`config.mk`:
```
export PLATFORM = sky130hd
export DESIGN_NAME = tx_symbol_serializer
export DESIGN_NICKNAME = d
export VERILOG_FILES = /design/src/rtl/tx_pkg.sv /design/src/rtl/tx_byte_hold.sv /design/src/rtl/tx_symbol_serializer.sv
export SDC_FILE = /design/constraint.sdc
export NUM_CORES = 1
export LEC_CHECK = 0
export ABC_AREA = 1
export CAP_MARGIN = 20
export CORE_UTILIZATION = 55
export CTS_CLUSTER_SIZE = 16
export DETAILED_ROUTE_END_ITERATION = 6
export DONT_BUFFER_PORTS = 1
export GPL_TIMING_DRIVEN = 1
export HOLD_SLACK_MARGIN = 0.08
export PLACE_DENSITY = 0.7
export SYNTH_ARGS = -nofsm -noshare
export SYNTH_HDL_FRONTEND = slang
export SYNTH_SLANG_ARGS = --single-unit
```
`constraint.sdc`:
```
create_clock -name clk_16M384 -period 4.4 [get_ports clk_16M384]
set_input_delay 0.22 -clock clk_16M384 [delete_from_list [all_inputs] [get_ports clk_16M384]]
set_output_delay 0.22 -clock clk_16M384 [all_outputs]
set_load 0.01 [all_outputs]
```
`src/rtl/tx_pkg.sv`:
```
// Shared mode encodings, symbol counts and the holding-register layout for the Tx serializer.
// Pure declarations; no timing or backpressure of its own.
package tx_pkg;

  localparam logic [3:0] MODE_BPSK = 4'b0001;
  localparam logic [3:0] MODE_QPSK = 4'b0010;
  localparam logic [3:0] MODE_MIX  = 4'b0100;

  localparam int BPSK_SYMS = 8;
  localparam int QPSK_SYMS = 4;

  typedef struct packed {
    logic [7:0] data;
    logic       last;
    logic       user;
  } hold_t;

  // Anything that is not a clean one-hot QPSK/MIX code falls back to BPSK.
  function automatic logic use_qpsk(input logic [3:0] mode, input logic user);
    logic q;
    case (mode)
      MODE_QPSK: q = 1'b1;
      MODE_MIX:  q = !user;
      default:   q = 1'b0;
    endcase
    return q;
  endfunction

endpackage

```
`src/rtl/tx_byte_hold.sv`:
```
// One-entry byte holding register; capture on valid&ready, released by i_pop.
// Ready is registered (!full) and drops the cycle after a capture.
module tx_byte_hold
  import tx_pkg::*;
(
  input  logic  clk,
  input  logic  rst,
  input  logic  i_vld,
  input  hold_t i_dat,
  input  logic  i_pop,
  output logic  o_rdy,
  output logic  o_full,
  output hold_t o_dat
);

  logic  r_full;
  logic  r_rdy;
  hold_t r_dat;
  logic  w_push;
  logic  w_pop;
  logic  w_full_nxt;

  assign w_push     = i_vld & r_rdy;
  assign w_pop      = i_pop & r_full;
  assign w_full_nxt = w_push | (r_full & ~w_pop);

  // Ready stays low throughout reset and rises on the first clock after release.
  always_ff @(posedge clk or posedge rst) begin
    if (rst) begin
      r_full <= 1'b0;
      r_rdy  <= 1'b0;
      r_dat  <= '0;
    end else begin
      r_full <= w_full_nxt;
      r_rdy  <= ~w_full_nxt;
      if (w_push) r_dat <= i_dat;
    end
  end

  assign o_rdy  = r_rdy;
  assign o_full = r_full;
  assign o_dat  = r_dat;

endmodule

```
`src/rtl/tx_symbol_serializer.sv`:
```
// Byte-to-symbol serializer (BPSK/QPSK/MIX); symbols update on the clock after sym_tick.
// Backpressure via registered s_tready from the one-entry hold; an empty hold at a tick yields an idle symbol.
module tx_symbol_serializer
  import tx_pkg::*;
#(
  parameter int UNDERRUN_W = 16
) (
  input  logic                  clk_16M384,
  input  logic                  rst_16M384,
  input  logic [3:0]            MODE_CTRL,
  input  logic                  sym_tick,
  input  logic [7:0]            s_tdata,
  input  logic                  s_tvalid,
  output logic                  s_tready,
  input  logic                  s_tlast,
  input  logic                  s_tuser,
  output logic [1:0]            sym_bits,
  output logic                  sym_vld,
  output logic                  sym_qpsk,
  output logic                  sym_last,
  output logic [UNDERRUN_W-1:0] underrun_cnt
);

  hold_t w_in;
  hold_t w_hold;
  logic  w_hold_full;
  logic  w_rem_le1;
  logic  w_load;
  logic  w_shift;
  logic  w_idle;
  logic  w_load_qpsk;

  logic [7:0]            r_sh;
  logic [3:0]            r_rem;
  logic                  r_qpsk;
  logic                  r_byte_last;
  logic                  r_in_frame;
  logic [1:0]            r_bits;
  logic                  r_vld;
  logic                  r_sym_qpsk;
  logic                  r_sym_last;
  logic [UNDERRUN_W-1:0] r_underrun;

  assign w_in = '{data: s_tdata, last: s_tlast, user: s_tuser};

  tx_byte_hold u_hold (
    .clk    (clk_16M384),
    .rst    (rst_16M384),
    .i_vld  (s_tvalid),
    .i_dat  (w_in),
    .i_pop  (w_load),
    .o_rdy  (s_tready),
    .o_full (w_hold_full),
    .o_dat  (w_hold)
  );

  assign w_rem_le1   = (r_rem <= 4'd1);
  assign w_shift     = sym_tick & ~w_rem_le1;
  assign w_load      = sym_tick & w_rem_le1 & w_hold_full;
  assign w_idle      = sym_tick & w_rem_le1 & ~w_hold_full;
  assign w_load_qpsk = use_qpsk(MODE_CTRL, w_hold.user);

  // r_rem counts the symbols of the current byte still to be shown, including the one on the outputs.
  always_ff @(posedge clk_16M384 or posedge rst_16M384) begin
    if (rst_16M384) begin
      r_sh        <= '0;
      r_rem       <= '0;
      r_qpsk      <= 1'b0;
      r_byte_last <= 1'b0;
      r_in_frame  <= 1'b0;
      r_bits      <= 2'b00;
      r_vld       <= 1'b0;
      r_sym_qpsk  <= 1'b0;
      r_sym_last  <= 1'b0;
      r_underrun  <= '0;
    end else if (w_shift) begin
      if (r_qpsk) begin
        r_bits <= r_sh[7:6];
        r_sh   <= r_sh << 2;
      end else begin
        r_bits <= {r_sh[7], 1'b0};
        r_sh   <= r_sh << 1;
      end
      r_rem      <= r_rem - 4'd1;
      r_vld      <= 1'b1;
      r_sym_qpsk <= r_qpsk;
      r_sym_last <= r_byte_last && (r_rem == 4'd2);
      if (r_byte_last && (r_rem == 4'd2)) r_in_frame <= 1'b0;
    end else if (w_load) begin
      r_qpsk      <= w_load_qpsk;
      r_byte_last <= w_hold.last;
      if (w_load_qpsk) begin
        r_bits <= w_hold.data[7:6];
        r_sh   <= w_hold.data << 2;
        r_rem  <= 4'(QPSK_SYMS);
      end else begin
        r_bits <= {w_hold.data[7], 1'b0};
        r_sh   <= w_hold.data << 1;
        r_rem  <= 4'(BPSK_SYMS);
      end
      r_vld      <= 1'b1;
      r_sym_qpsk <= w_load_qpsk;
      r_sym_last <= 1'b0;
      r_in_frame <= 1'b1;
    end else if (w_idle) begin
      r_rem      <= '0;
      r_bits     <= 2'b00;
      r_vld      <= 1'b0;
      r_sym_qpsk <= 1'b0;
      r_sym_last <= 1'b0;
      if (r_in_frame && (r_underrun != '1)) r_underrun <= r_underrun + 1'b1;
    end
  end

  assign sym_bits     = r_bits;
  assign sym_vld      = r_vld;
  assign sym_qpsk     = r_sym_qpsk;
  assign sym_last     = r_sym_last;
  assign underrun_cnt = r_underrun;

endmodule

```
==> results.md <==
- Status: finished clean
- Worst-path maximum fanout: 9
- Clock skew: 7.859 ps
- Max-capacitance violation count: 0
- Remaining design rule violation count: 0
- Critical path endpoint category: flop
- Worst Tran Pin Value: 494.1 ps
- Post-synthesis area per instance: 7.230 um^2
- Total grt overflow: 0
- Area of the die: 4904 um^2
- Commonest non-fill, non-tap cell in the layout: nand2_1
- Wire per inst: 12.51 um
- # IOs: 40
- Power Density: 485.5 nW/um^2
- Multi-input logic area: 1194 um^2
- CP arrival: 2050 ps
- Sequential Area: 1176 um^2
- Sum of negative setup slack: 0 ps
- Type of element launching the critical path: flop
- Most used flip-flop cell after synthesis: dfrtp_1
- Clock buffer count from CTS: 5
- Fraction of layout cells with a size suffix above 1: 6.250%
- RSZ-0062 raised after global routing: no
- Clock edge transition at the registers on the reported setup and hold paths: 80 ps
- Sinks on Clock Net: 47
- Placed wire-length estimate after detailed placement: 3.632 mm
- Count of warnings emitted by yosys: 0
- Max-slew violation total from the final report: 0
- Max-slew headroom: 66.71%
- Vias in the first global route: 1,955
- Global-route wire length before repair: 8.928 mm
- All-Layer GR Usage: 22.85%
- Synthesis-stage register bit count: 47
- Category of the most critical setup path: flop to flop
- Routed vias/inst: 5.202
- Placer's final routability congestion estimate: 0.8587
- Pin count of the biggest net entering global routing: 48
- Combined area of all synthesized cells: 2545 um^2
- Max IR drop VDD: 304.3 uV
- Die Y: 70.03 um
- Initial standard-cell utilization of the core: 57.65%
- Total power: 1362 uW
- Commonest cells after routing, fill and taps aside: nand2_1, dfrtp_1, inv_1
- Clock latency on the worst-skew pair: 300 ps
- Hold Vio Cnt, Final: 0
- Die X: 70.03 um
- Layout overhead on the synthesized area: 10.23%
- Buffer cell driving the clock tree root: clkbuf_8
- Share of synthesized area occupied by flip-flops and latches: 46.21%
- Post-synthesis cell type count: 23
- Cell area after layout: 2805 um^2
- Final Worst Setup Slack: 2538 ps
- First-pass iteration count of the detailed router: 4
- Post-Place Worst Slack: 2561 ps
- Post-synth EDFFs: 0
- Maximum buffer depth of the clock tree: 2
- Total of fill cells in the finished design: 386
- CP required: 4580 ps
- Antenna violations before repair: 0
- Number of post-CTS setup repair buffers: 0
- Fraction of registers with async set or reset after synthesis: 100.0%
- Number of port buffers: 0
- Via count of the routed design: 2,185
- Highest achievable clock rate: 0.5369 GHz
- Post-placement cell area: 2577 um^2
- Detailed Route Iter0 Violations: 183
- Antenna violation net count after detailed routing: 0
- Tmin final: 1862 ps
- Leakage power of the design: 0.001422 uW
- Number of core rows: 24
- Syn Inst Count: 352
- Number of setup violations in the final report: 0
- Antenna cell count: 0
- TritonCTS clock tree: built
- Number of nets in the finished design: 390
- Synthesized net count: 374
- Min-Delay Path Class: input port to flop
- Final routed wirelength across all metal layers: 5.256 mm
- Core area: 4414 um^2
- Maximum level of the CTS H-tree: 2
- Crit share post-route: 42.33%
-- routing by layer --
layer / global-route usage [%] / routed length [um]
met1: 34.66 / 2643
met2: 32.69 / 2170
met3: 5.483 / 385
met4: 6.000 / 57
met5: 0 / 0
-- synthesized netlist by cell type (3+ instances only) --
cell     instances  area share, %
nand2_1        161             24
dfrtp_1         47             46
inv_1           35            5.2
nor2_1          27            4.0
nand3_1         21            4.1
o21ai_0         20            3.9
nand4_1          5            1.2
nor2_2           5            1.2
ha_1             4            2.0
nand2_2          4           0.98
xnor2_1          4            1.4
xor2_1           4            1.4
a21oi_1          3           0.59
-- logic make-up (layout without fill, tap and decap cells) --
| logic type | after synthesis | count (layout) | share of synthesized area [%] |
|---|---|---|---|
| AND/OR/NAND/NOR | 226 | 226 | 36.82 |
| AO/OA/AOI/OAI | 26 | 26 | 5.359 |
| XOR/XNOR | 8 | 8 | 2.753 |
| buffers and inverters | 41 | 57 | 6.883 |
| adder cells (fa/ha/maj) | 4 | 4 | 1.967 |
| flip-flops | 47 | 47 | 46.21 |
-- timing repair --
item / 4_1_cts / 5_1_grt
resized for setup: 0 / 0
hold endpoints to repair: 58 / 0
hold buffers: 12 / 0
endpoints found under the setup margin: 0 / 0
-- critical path, cell delays in order, from the launching register on --
cell and delay [ps]:
dfrtp_1 420, inv_1 120, ha_1 200, inv_1 50
nand2_1 60, nand2_1 70, o21ai_0 420, buf_4 250
nand2_1 60, a21boi_0 110
-- per-stage QoR --
stage / hold slack (ps) / utilization [%] / cells
2_1_floorplan: 319.0 / - / 352
3_3_place_gp: 330.5 / 58.22 / 399
3_5_place_dp: 331.0 / 58.39 / 400
4_1_cts: 106.9 / 63.10 / 419
5_1_grt: 132.2 / 63.55 / 420
6_report: 114.6 / 63.55 / 420
-- state kept, by name, summed over array words and instances, names as in the netlist, 2 cells and up --
register,count
r_rem,4
u_hold.o_dat,10
sym_bits,2
r_sh,7
underrun_cnt,16
-- report_power, final --
group          total, uW  internal (uW)  leakage (uW)  switching (uW)
Sequential           679            566      0.000606             113
Combinational        419            150      0.000769             269
Clock                263            124     0.0000470             140
Total               1360            840       0.00142             522
-- worst paths after layout --
kind / start / to / slack [ps] / depth (start not counted)
setup / recovery: r_rem[0]$_DFFE_PP0P_ / r_sh[2]$_DFFE_PP0P_ / 2540 / 9
hold / removal: sym_tick / sym_vld$_DFFE_PP0P_ / 110 / 3
setup reg to reg: r_rem[0]$_DFFE_PP0P_ / r_sh[2]$_DFFE_PP0P_ / 2540 / 9
hold reg to reg: u_hold.o_dat[1]$_DFFE_PP0P_ / r_byte_last$_DFFE_PP0P_ / 500 / 2
max in group asynchronous: rst_16M384 / u_hold.o_dat[3]$_DFFE_PP0P_ / 3730 / 3
min in group asynchronous: rst_16M384 / underrun_cnt[2]$_DFFE_PP0P_ / 240 / 2
-- final cells by class --
type,count,share of cell area [%]
Timing Repair Buffer,14,5.263
Clock inverter,1,0.1784
Inverter,36,4.817
Sequential cell,47,41.93
Multi-Input combinational cell,264,42.55
Clock buffer,6,2.944
Tap cell,52,2.319
No activity file was read; power rests on OpenSTA's default activity.
